## src/rtl/fetch_unit.sv

```systemverilog
// fetch_unit: program counter, instruction fetch / instruction register and
// run/stop control. It is stepped by the 5-phase one-hot sequencer bus, and
// start/stop requests only take effect on instruction boundaries.
module fetch_unit #(
    parameter int ADDR_W   = 12,
    parameter int INSTR_W  = 16,
    parameter int RESET_PC = 0,
    parameter int CNT_W    = 16
) (
    input  logic               clock,
    input  logic               reset,
    input  logic [4:0]         phase_bus,
    input  logic               exec,
    input  logic               halt_req,
    input  logic               branch_taken,
    input  logic [ADDR_W-1:0]  branch_target,
    output logic [ADDR_W-1:0]  imem_addr,
    input  logic [INSTR_W-1:0] imem_data,
    output logic [ADDR_W-1:0]  pc,
    output logic [INSTR_W-1:0] instr,
    output logic               running,
    output logic               retire,
    output logic [CNT_W-1:0]   retired_cnt,
    output logic               phase_err
);

    typedef enum logic {ST_STOP = 1'b0, ST_RUN = 1'b1} state_t;

    localparam logic [ADDR_W-1:0] PC_INIT = ADDR_W'(RESET_PC);

    state_t state, state_nxt;
    logic   exec_q;
    logic   start_pend;
    logic   stop_pend;
    logic   phase_ok;
    logic   exec_edge;
    logic   start_now;
    logic   step_now;
    logic   stop_now;

    // A cycle whose phase bus is not exactly one-hot (including all-zero while
    // the sequencer is still held in reset) does nothing, and its exec edge is lost.
    assign phase_ok  = $onehot(phase_bus);
    assign exec_edge = exec & ~exec_q & phase_ok;

    // The start is taken on P0 so that this instruction's fetch uses the same P0.
    assign start_now = (state == ST_STOP) & phase_ok & phase_bus[0] & (start_pend | exec_edge);
    // A P4 in RUN always finishes the instruction, even when a stop comes with it.
    assign step_now  = (state == ST_RUN) & phase_ok & phase_bus[4];
    assign stop_now  = step_now & (halt_req | stop_pend | exec_edge);

    // Instruction memory is read synchronously, so the address is the live PC.
    assign imem_addr = pc;
    assign running   = (state == ST_RUN);

    // Run/stop state register
    always_ff @(posedge clock) begin
        if (!reset) state <= ST_STOP;
        else        state <= state_nxt;
    end

    // Next-state: start on a boundary P0, stop after a boundary P4
    always_comb begin
        state_nxt = state;
        case (state)
            ST_STOP: if (start_now) state_nxt = ST_RUN;
            ST_RUN:  if (stop_now)  state_nxt = ST_STOP;
            default: state_nxt = ST_STOP;
        endcase
    end

    // Pending start/stop requests, held until the next instruction boundary
    always_ff @(posedge clock) begin
        if (!reset) begin
            start_pend <= 1'b0;
            stop_pend  <= 1'b0;
        end else begin
            if (start_now)
                start_pend <= 1'b0;
            else if ((state == ST_STOP) && exec_edge)
                start_pend <= 1'b1;

            if (stop_now)
                stop_pend <= 1'b0;
            else if ((state == ST_RUN) && exec_edge)
                stop_pend <= 1'b1;
        end
    end

    // PC, instruction register, retire bookkeeping and the phase-error flag.
    // exec_q resets to 1 so an exec held across reset needs a fresh press.
    always_ff @(posedge clock) begin
        if (!reset) begin
            pc          <= PC_INIT;
            instr       <= '0;
            retire      <= 1'b0;
            retired_cnt <= '0;
            phase_err   <= 1'b0;
            exec_q      <= 1'b1;
        end else begin
            exec_q    <= exec;
            phase_err <= ~phase_ok;
            retire    <= step_now;
            if ((state == ST_RUN) && phase_ok && phase_bus[1])
                instr <= imem_data;
            if (step_now) begin
                pc          <= branch_taken ? branch_target : pc + ADDR_W'(1);
                retired_cnt <= retired_cnt + CNT_W'(1);
            end
        end
    end

endmodule
```

## config.mk

```make
export PLATFORM = sky130hd
export DESIGN_NAME = fetch_unit
export DESIGN_NICKNAME = d
export VERILOG_FILES = /design/src/rtl/fetch_unit.sv
export SDC_FILE = /design/constraint.sdc
export NUM_CORES = 1
export LEC_CHECK = 0
export CELL_PAD_IN_SITES_DETAIL_PLACEMENT = 0
export CELL_PAD_IN_SITES_GLOBAL_PLACEMENT = 1
export CORE_AREA = 2 2 91 93
export CTS_BUF_LIST = sky130_fd_sc_hd__clkbuf_4 sky130_fd_sc_hd__clkbuf_8
export DETAILED_ROUTE_END_ITERATION = 16
export DIE_AREA = 0 0 93 95
export GPL_ROUTABILITY_DRIVEN = 0
export PLACE_DENSITY_LB_ADDON = 0.1
export SLEW_MARGIN = 20
export SYNTH_ARGS = -nofsm -noshare
export SYNTH_HDL_FRONTEND = slang
export SYNTH_SLANG_ARGS = --single-unit
```

## constraint.sdc

```tcl
create_clock -name clock -period 5 [get_ports clock]
set_clock_uncertainty 0.15 [all_clocks]
set_input_delay 0.75 -clock clock [delete_from_list [all_inputs] [get_ports clock]]
set_output_delay 0.75 -clock clock [all_outputs]
set_load 0.05 [all_outputs]
```

Word-level counts from Yosys, hierarchy flattened
Index checks and enable logic that the tools add are counted.

word-level totals
  input port bits = 38
  logic and storage cells = 41
  flip-flop bits (word level) = 50

operators by class
  muxes and demuxes = 4
  add/sub/neg operators = 6
  eq/ne operators = 1
  bitwise operators = 15
  reduce and logical (&&, ||, !) cells = 6

operators with widths
  operator                                              count
  adder 16 x 1 -> 16 bit (second input constant)        1
  adder 12 x 1 -> 12 bit (second input constant)        1
  2-to-1 mux 12 bit                                     1
  bitwise AND 1 bit                                     8
  adder 1 x 1 -> 2 bit                                  2
  logical AND 1 bit                                     4
  NOT 1 bit                                             4
  OR reduction 2 bit                                    2
  adder 2 x 2 -> 3 bit                                  1
  adder 3 x 1 -> 3 bit                                  1
  equality test 3 x 1 -> 1 bit (second input constant)  1
  bitwise OR 1 bit                                      3
  2-to-1 mux 1 bit                                      2
  case mux 1 bit (2 select lines)                       1

Logic depth before layout (Yosys ltp)
Gate-level depths: netlist of the first run.

  depth in word-level cells = 9
  gate-level depth with buffers = 11
  mapped depth without buffers = 9

Worst setup path before layout of the first run
OpenSTA, ideal clock, no wires.

  path kind = input to register
  start = input phase_bus[0]
  end = register retired_cnt[15]
  library setup time = 70 ps
  stages = 11
  data arrival time = 3,567 ps
  setup slack = 1,212 ps
  buffers on the path = 2
  required time = 4,780 ps
  cells stage by stage = inv_1 -> fa_1 -> fa_1 -> inv_1 -> ha_1 -> or3_4 -> buf_6 -> or4b_1 -> buf_2 -> or4_1 -> a21oi_1

between the ends
  cells in the longest elaborated chain, start to end = 6

ends and longest elaborated chain
  what                                        RTL line  RTL
  start: declaration                          12        input logic [4:0] phase_bus,
  adder 1 x 1 -> 2 bit (implied by the code)  43        assign phase_ok = $onehot(phase_bus);
  adder 2 x 2 -> 3 bit (implied by the code)  43
  adder 3 x 1 -> 3 bit (implied by the code)  43
  equality test 3 x 1 -> 1 bit                43
  bitwise AND 1 bit (2 in series)             49        assign step_now = (state == ST_RUN) & phase_ok & phase_bus[4];
  end signal: assignment                      108       retired_cnt <= retired_cnt + CNT_W'(1);
  end: declaration                            23        output logic [CNT_W-1:0] retired_cnt,

Every way passes these cells.
A chain may end at the register's enable or synchronous reset.

Worst setup path after layout of the first run
  start = input phase_bus[1]
  end = register retired_cnt[15]

Same word-level chain as after synthesis.

==> results of run 1 <==
==> cell families (layout without fill, tap and decap cells) <==
| logic type | Yosys count | after routing | share of synthesized area, % |
|---|---|---|---|
| AO/OA/AOI/OAI | 79 | 79 | 19.0 |
| XOR/XNOR | 6 | 6 | 2.20 |
| adder cells (fa/ha/maj) | 5 | 5 | 3.25 |
| buffers and inverters | 44 | 125 | 9.18 |
| flip-flops | 50 | 50 | 42.0 |
| multiplexers | 1 | 1 | 0.420 |
| AND/OR/NAND/NOR | 118 | 118 | 23.9 |
==> worst paths after layout <==
kind	end	start	slack, ns	cells after the start
worst max register to register	retired_cnt[15]	running	2.81	4
worst min register to register	instr[13]	instr[13]	0.31	2
worst min-delay path	instr[13]	instr[13]	0.31	2
worst max-delay path	retired_cnt[15]	phase_bus[1]	0.94	10
==> registers in the layout (all words and copies together), names as in the netlist <==
| name | count |
|---|---|
| phase_err | 1 |
| running | 1 |
| instr | 16 |
| stop_pend | 1 |
| retired_cnt | 16 |
| start_pend | 1 |
| retire | 1 |
| exec_q | 1 |
| imem_addr | 12 |
==> stage by stage <==
stage / instance area, sq um / worst slack, ns / hold slack [ns]
6_report: 3450 / 0.937 / 0.308
3_3_place_gp: 3360 / 0.664 / 0.292
5_1_grt: 3450 / 0.816 / 0.327
2_1_floorplan: 2380 / 1.21 / 0.288
4_1_cts: 3450 / 0.939 / 0.310
3_5_place_dp: 3360 / 0.622 / 0.296
==> critical path: stages <==
cell and delay, ns:
clkdlybuf4s50_1 0.48, inv_1 0.08, fa_1 0.48, fa_1 0.37, inv_1 0.06, ha_1 0.23, or3_4 0.45, or4b_1 0.67
or4_1 0.44, a21oi_1 0.14
==> final cells by class <==
class | instances | area (sq um)
inverter | 17 | 63.8
timing repair buffer | 101 | 998
multi-input combinational | 209 | 1170
clock buffer | 5 | 68.8
sequential | 50 | 1000
clock inverter | 2 | 15.0
tap | 105 | 131
fill | 846 | 4480
==> cells in the mapped netlist, types with 4 or more instances <==
library cell	instances
buf_4	12
nor2_1	14
nand2_1	52
nor3_1	8
xnor2_1	4
inv_1	16
or3_1	9
nand4_1	6
a21oi_1	38
o21ai_0	22
dfxtp_1	50
nand3_1	12
clkbuf_1	12
==> power breakdown <==
part / leakage, nW / total [mW] / switching, mW / internal [mW]
Combinational: 0.697 / 0.0849 / 0.0416 / 0.0433
Sequential: 0.403 / 0.402 / 0.00150 / 0.400
Clock: 0.0362 / 0.236 / 0.141 / 0.0959
Total: 1.14 / 0.723 / 0.184 / 0.540
==> per-layer routing <==
metal  up-vias  part of all wire [%]
met5         -                     0
li1       1203                     -
met1      1059                    49
met3         5                   6.3
met4         0                  0.99
met2        70                    43
==> impl_metrics.py, run 1 <==
metrics = {
    "outcome": {
        "run_status": "finished clean",
    },
    "timing": {
        "slew_violations": 0,
        "hold_viol": 0,
        "post-route-min-period_ns": 4.06,
        "fin_setup_tns_ns": 0,
        "rsz0062_at_grt": "no",
        "tightest_slew_ns": 0.709,
        "max_freq_mhz": 246,
        "setup_viol": 0,
        "maxSlewHeadroom_pct": 52.6,
        "period_share_pct": 81.3,
    },
    "floorplan": {
        "initial_utilization_pct": 30.1,
        "die_area_sq_mm": 0.00884,
        "pin_count": 97,
        "die_y_microns": 95,
        "rows": 33,
        "die_width_microns": 93,
        "core_sq_mm": 0.00793,
    },
    "cts": {
        "cts_tree": "done",
        "h-tree-depth": 2,
        "clkSinkCount": 50,
        "cts_hold_buffers": 0,
        "cts-root-buf": "clkbuf_8",
        "clockBufferDepth": 2,
        "cts_setup_buffers": 0,
        "clock_latency_ns": 0.30,
        "cts_buffers": 5,
        "path_clk_slew_ns": 0.10,
        "post_cts_resize_count": 0,
    },
    "finish": {
        "instances_no_fill": 489,
        "diodes": 0,
        "drive_gt1_share_pct": 4.43,
        "utilization_pct": 43.5,
        "final_cell_mix": "clkdlybuf4s50_1 (96), nand2_1 (52), dfxtp_1 (50), a21oi_1 (38), o21ai_0 (22)",
        "nets": 427,
        "area.growth.synth_to_final_pct": 44.6,
        "final_common_cell": "clkdlybuf4s50_1",
    },
    "synthesis": {
        "synth_area_per_cell_sq_um": 7.87,
        "ys_ff_latch": 50,
        "yosys.area.top_type": "dfxtp_1",
        "ys_seq_area_share_pct": 42.0,
        "yosysTopAreaCellShare_pct": 42.0,
        "ys.flop_type": "dfxtp_1",
        "synth_warnings": 0,
        "synth_nets": 346,
        "synth_area_leaders": "dfxtp_1 (42%), nand2_1 (8.2%), a21oi_1 (8.0%), o21ai_0 (4.6%), buf_4 (3.8%)",
        "synth_cells": 303,
        "synth_edf_count": 0,
        "syn-cell-area_sq_mm": 0.00238,
        "ys_types": 41,
        "ys_async_sr_fraction_pct": 0,
    },
    "detailed_routing": {
        "route.vias.total": 2337,
        "drtIter0Drc": 79,
        "drtAntennaViolNets": 0,
        "drc": 0,
        "firstDrtPassIters": 4,
        "wl_microns": 6580,
        "wl_per_cell_microns": 13.4,
        "routed_via_density": 4.78,
    },
    "setup_path": {
        "required_ns": 5.10,
        "timing_worst_setup_path_type": "in2reg",
        "start_kind": "input port",
        "critPathArrivalTime_ns": 4.16,
        "worstPathMaxFanout": 9,
        "worstSetupEndpointType": "register",
    },
    "global_route": {
        "grt_util_met1_pct": 20.8,
        "grt_busiest_layer": "met2",
        "grt_util_met3_pct": 3.43,
        "met2_usage_pct": 23.2,
        "grt_pass1_vias": 2170,
        "grt_pass1_wl_microns": 10600,
        "grt-ovfl-total": 0,
        "grt_max_degree": 24,
        "antenna_found_initial": 0,
        "grt.total_usage_pct": 14.9,
    },
    "power": {
        "p_total_uw": 723,
        "ir_drop_v": 0.000108,
        "leakage_nw": 1.14,
        "power.density_mw_per_mm2": 210,
    },
    "run": {
        "maxCapViolations": 0,
    },
    "placed_design": {
        "dp_hpwl_microns": 4590,
        "dp.cells": 482,
        "port_buffers": 96,
    },
    "min_path": {
        "min_path_type": "reg2reg",
    },
}
(Power assumes the default switching activity.)
==> run 2, diff against run 1 <==
==> constraint.sdc (replaced) <==
create_clock -name clock -period 4.3 [get_ports clock]
set_clock_uncertainty 0.15 [all_clocks]
set_input_delay 0.645 -clock clock [delete_from_list [all_inputs] [get_ports clock]]
set_output_delay 0.645 -clock clock [all_outputs]
set_load 0.05 [all_outputs]
==> run 2 against run 1 <==
  * Register-to-register slack got worse by 0.77 ns
  * Non-clock buffer count increased by 3
  * Global-route usage increased by 0.35 points
  * First-iteration DRC count increased by 6.3%
  * Critical path depth unchanged
  * Sequential cell count unchanged
  * Critical endpoint unchanged
==> impl_metrics.py, run 2 (same netlist as run 1, synthesis figures left out) <==
metrics = {
    "finish": {
        "area.growth.synth_to_final_pct": 46.7,
        "nets": 430,
        "final_common_cell": "clkdlybuf4s50_1",
        "drive_gt1_share_pct": 5.17,
        "final.fill_count": 827,
        "final_cell_mix": "clkdlybuf4s50_1 (96), nand2_1 (52), dfxtp_1 (50), a21oi_1 (38), o21ai_0 (22)",
        "diodes": 0,
    },
    "global_route": {
        "grt_pass1_vias": 2289,
        "grt_util_met3_pct": 3.43,
        "antenna_found_initial": 0,
        "grt-ovfl-total": 0,
        "grt_busiest_layer": "met2",
        "grt_util_met1_pct": 20.2,
        "grt.total_usage_pct": 15.2,
        "grt_pass1_wl_microns": 10900,
        "grt_max_degree": 24,
        "met2_usage_pct": 24.7,
    },
    "power": {
        "leakage_nw": 1.17,
        "swShare_pct": 22.9,
        "switchingPower_uw": 209,
        "power.density_mw_per_mm2": 261,
        "ir_drop_v": 0.000175,
        "seqPwrFrac_pct": 51.1,
        "p_clk_share_pct": 37.7,
        "p_total_uw": 914,
        "pwr-share-comb_pct": 11.2,
        "p_int_uw": 705,
    },
    "cts": {
        "h-tree-depth": 2,
        "clkSinkCount": 50,
        "cts_hold_buffers": 0,
        "clock_latency_ns": 0.30,
        "path_clk_slew_ns": 0.09,
        "cts_buffers": 5,
        "cts-root-buf": "clkbuf_8",
        "post_cts_resize_count": 0,
        "cts_setup_buffers": 0,
        "clockBufferDepth": 2,
        "cts_tree": "done",
    },
    "detailed_routing": {
        "wl_microns": 6650,
        "drc": 0,
        "wl_per_cell_microns": 13.5,
        "routed_via_density": 4.76,
        "route.vias.total": 2343,
        "firstDrtPassIters": 4,
        "drtAntennaViolNets": 0,
        "drtIter0Drc": 84,
    },
    "floorplan": {
        "core_sq_mm": 0.00793,
        "initial_utilization_pct": 30.1,
        "die_y_microns": 95,
        "die_area_sq_mm": 0.00884,
        "die_width_microns": 93,
        "pin_count": 97,
        "rows": 33,
    },
    "setup_path": {
        "required_ns": 4.39,
        "startpoint": "phase_bus[1]",
        "start_kind": "input port",
        "timing_worst_setup_path_type": "in2reg",
        "worstSetupEndpointType": "register",
        "worstPathMaxFanout": 9,
        "reg2reg_from": "running",
        "critPathArrivalTime_ns": 4.02,
    },
    "timing": {
        "setup_viol": 0,
        "slew_violations": 0,
        "fin_setup_tns_ns": 0,
        "tightest_slew_ns": 0.703,
        "hold_viol": 0,
        "period_share_pct": 91.4,
        "maxSlewHeadroom_pct": 53.1,
        "post-route-min-period_ns": 3.93,
        "max_freq_mhz": 254,
        "rsz0062_at_grt": "no",
    },
    "min_path": {
        "min_path_type": "reg2reg",
        "holdCritStartpoint": "instr[11]",
    },
    "placed_design": {
        "port_buffers": 96,
        "dp_hpwl_microns": 4710,
    },
    "run": {
        "maxCapViolations": 0,
    },
    "outcome": {
        "run_status": "finished clean",
    },
}
==> run 2: cell count changes in the layout (fill, tap and decap cells not counted) <==
cell / delta
bufinv_16: +1
clkinvlp_4: -2
buf_4: +3
clkbuf_8: +1
==> run 2: stage by stage <==
stage               instances  hold WS (ns)  setup slack (ns)  util, %  instance area (sq um)
detailed placement        485         0.297            0.0502     42.7                   3390
global route              492         0.325             0.252     44.1                   3500
floorplan                 303         0.288             0.617        -                   2380
finish                    492         0.304             0.370     44.1                   3500
CTS                       492         0.311             0.367     44.1                   3500
global placement          485         0.293             0.119     42.7                   3390
==> run 2: power groups by stage <==
stage	registers (mW)	logic [mW]	clock network, mW
5_1_grt	0.468	0.111	0.381
6_report	0.467	0.102	0.345
2_1_floorplan	0.485	0.0422	0
3_3_place_gp	0.478	0.103	0
3_5_place_dp	0.478	0.103	0
4_1_cts	0.468	0.103	0.363
==> run 2: worst paths after layout <==
check | end | slack [ns] | cells past startpoint
max | retired_cnt[15] | 0.37 | 10
min reg2reg | instr[11] | 0.30 | 2
min | instr[11] | 0.30 | 2
max reg2reg | retired_cnt[15] | 2.04 | 4
==> run 2: critical path: stages <==
cell and delay (ns):
clkdlybuf4s50_1 0.49, inv_1 0.08, fa_1 0.48, fa_1 0.37, inv_1 0.06, ha_1 0.23
or3_4 0.40, or4b_1 0.67, or4_1 0.45, a21oi_1 0.15
==> run 2: metal layers <==
layer	part of all wire, %	routed length (microns)
met1	50	3340
met2	44	2930
met3	4.8	318
met4	0.89	59
met5	0	0
==> run 2: final cells by class <==
cell class	instances	area, sq um	area share (%)
timing repair buffer	104	1020	29.2
inverter	17	63.8	1.82
clock buffer	6	82.6	2.36
clock inverter	1	30.0	0.858
multi-input combinational	209	1170	33.4
tap	105	131	3.75
sequential	50	1000	28.6
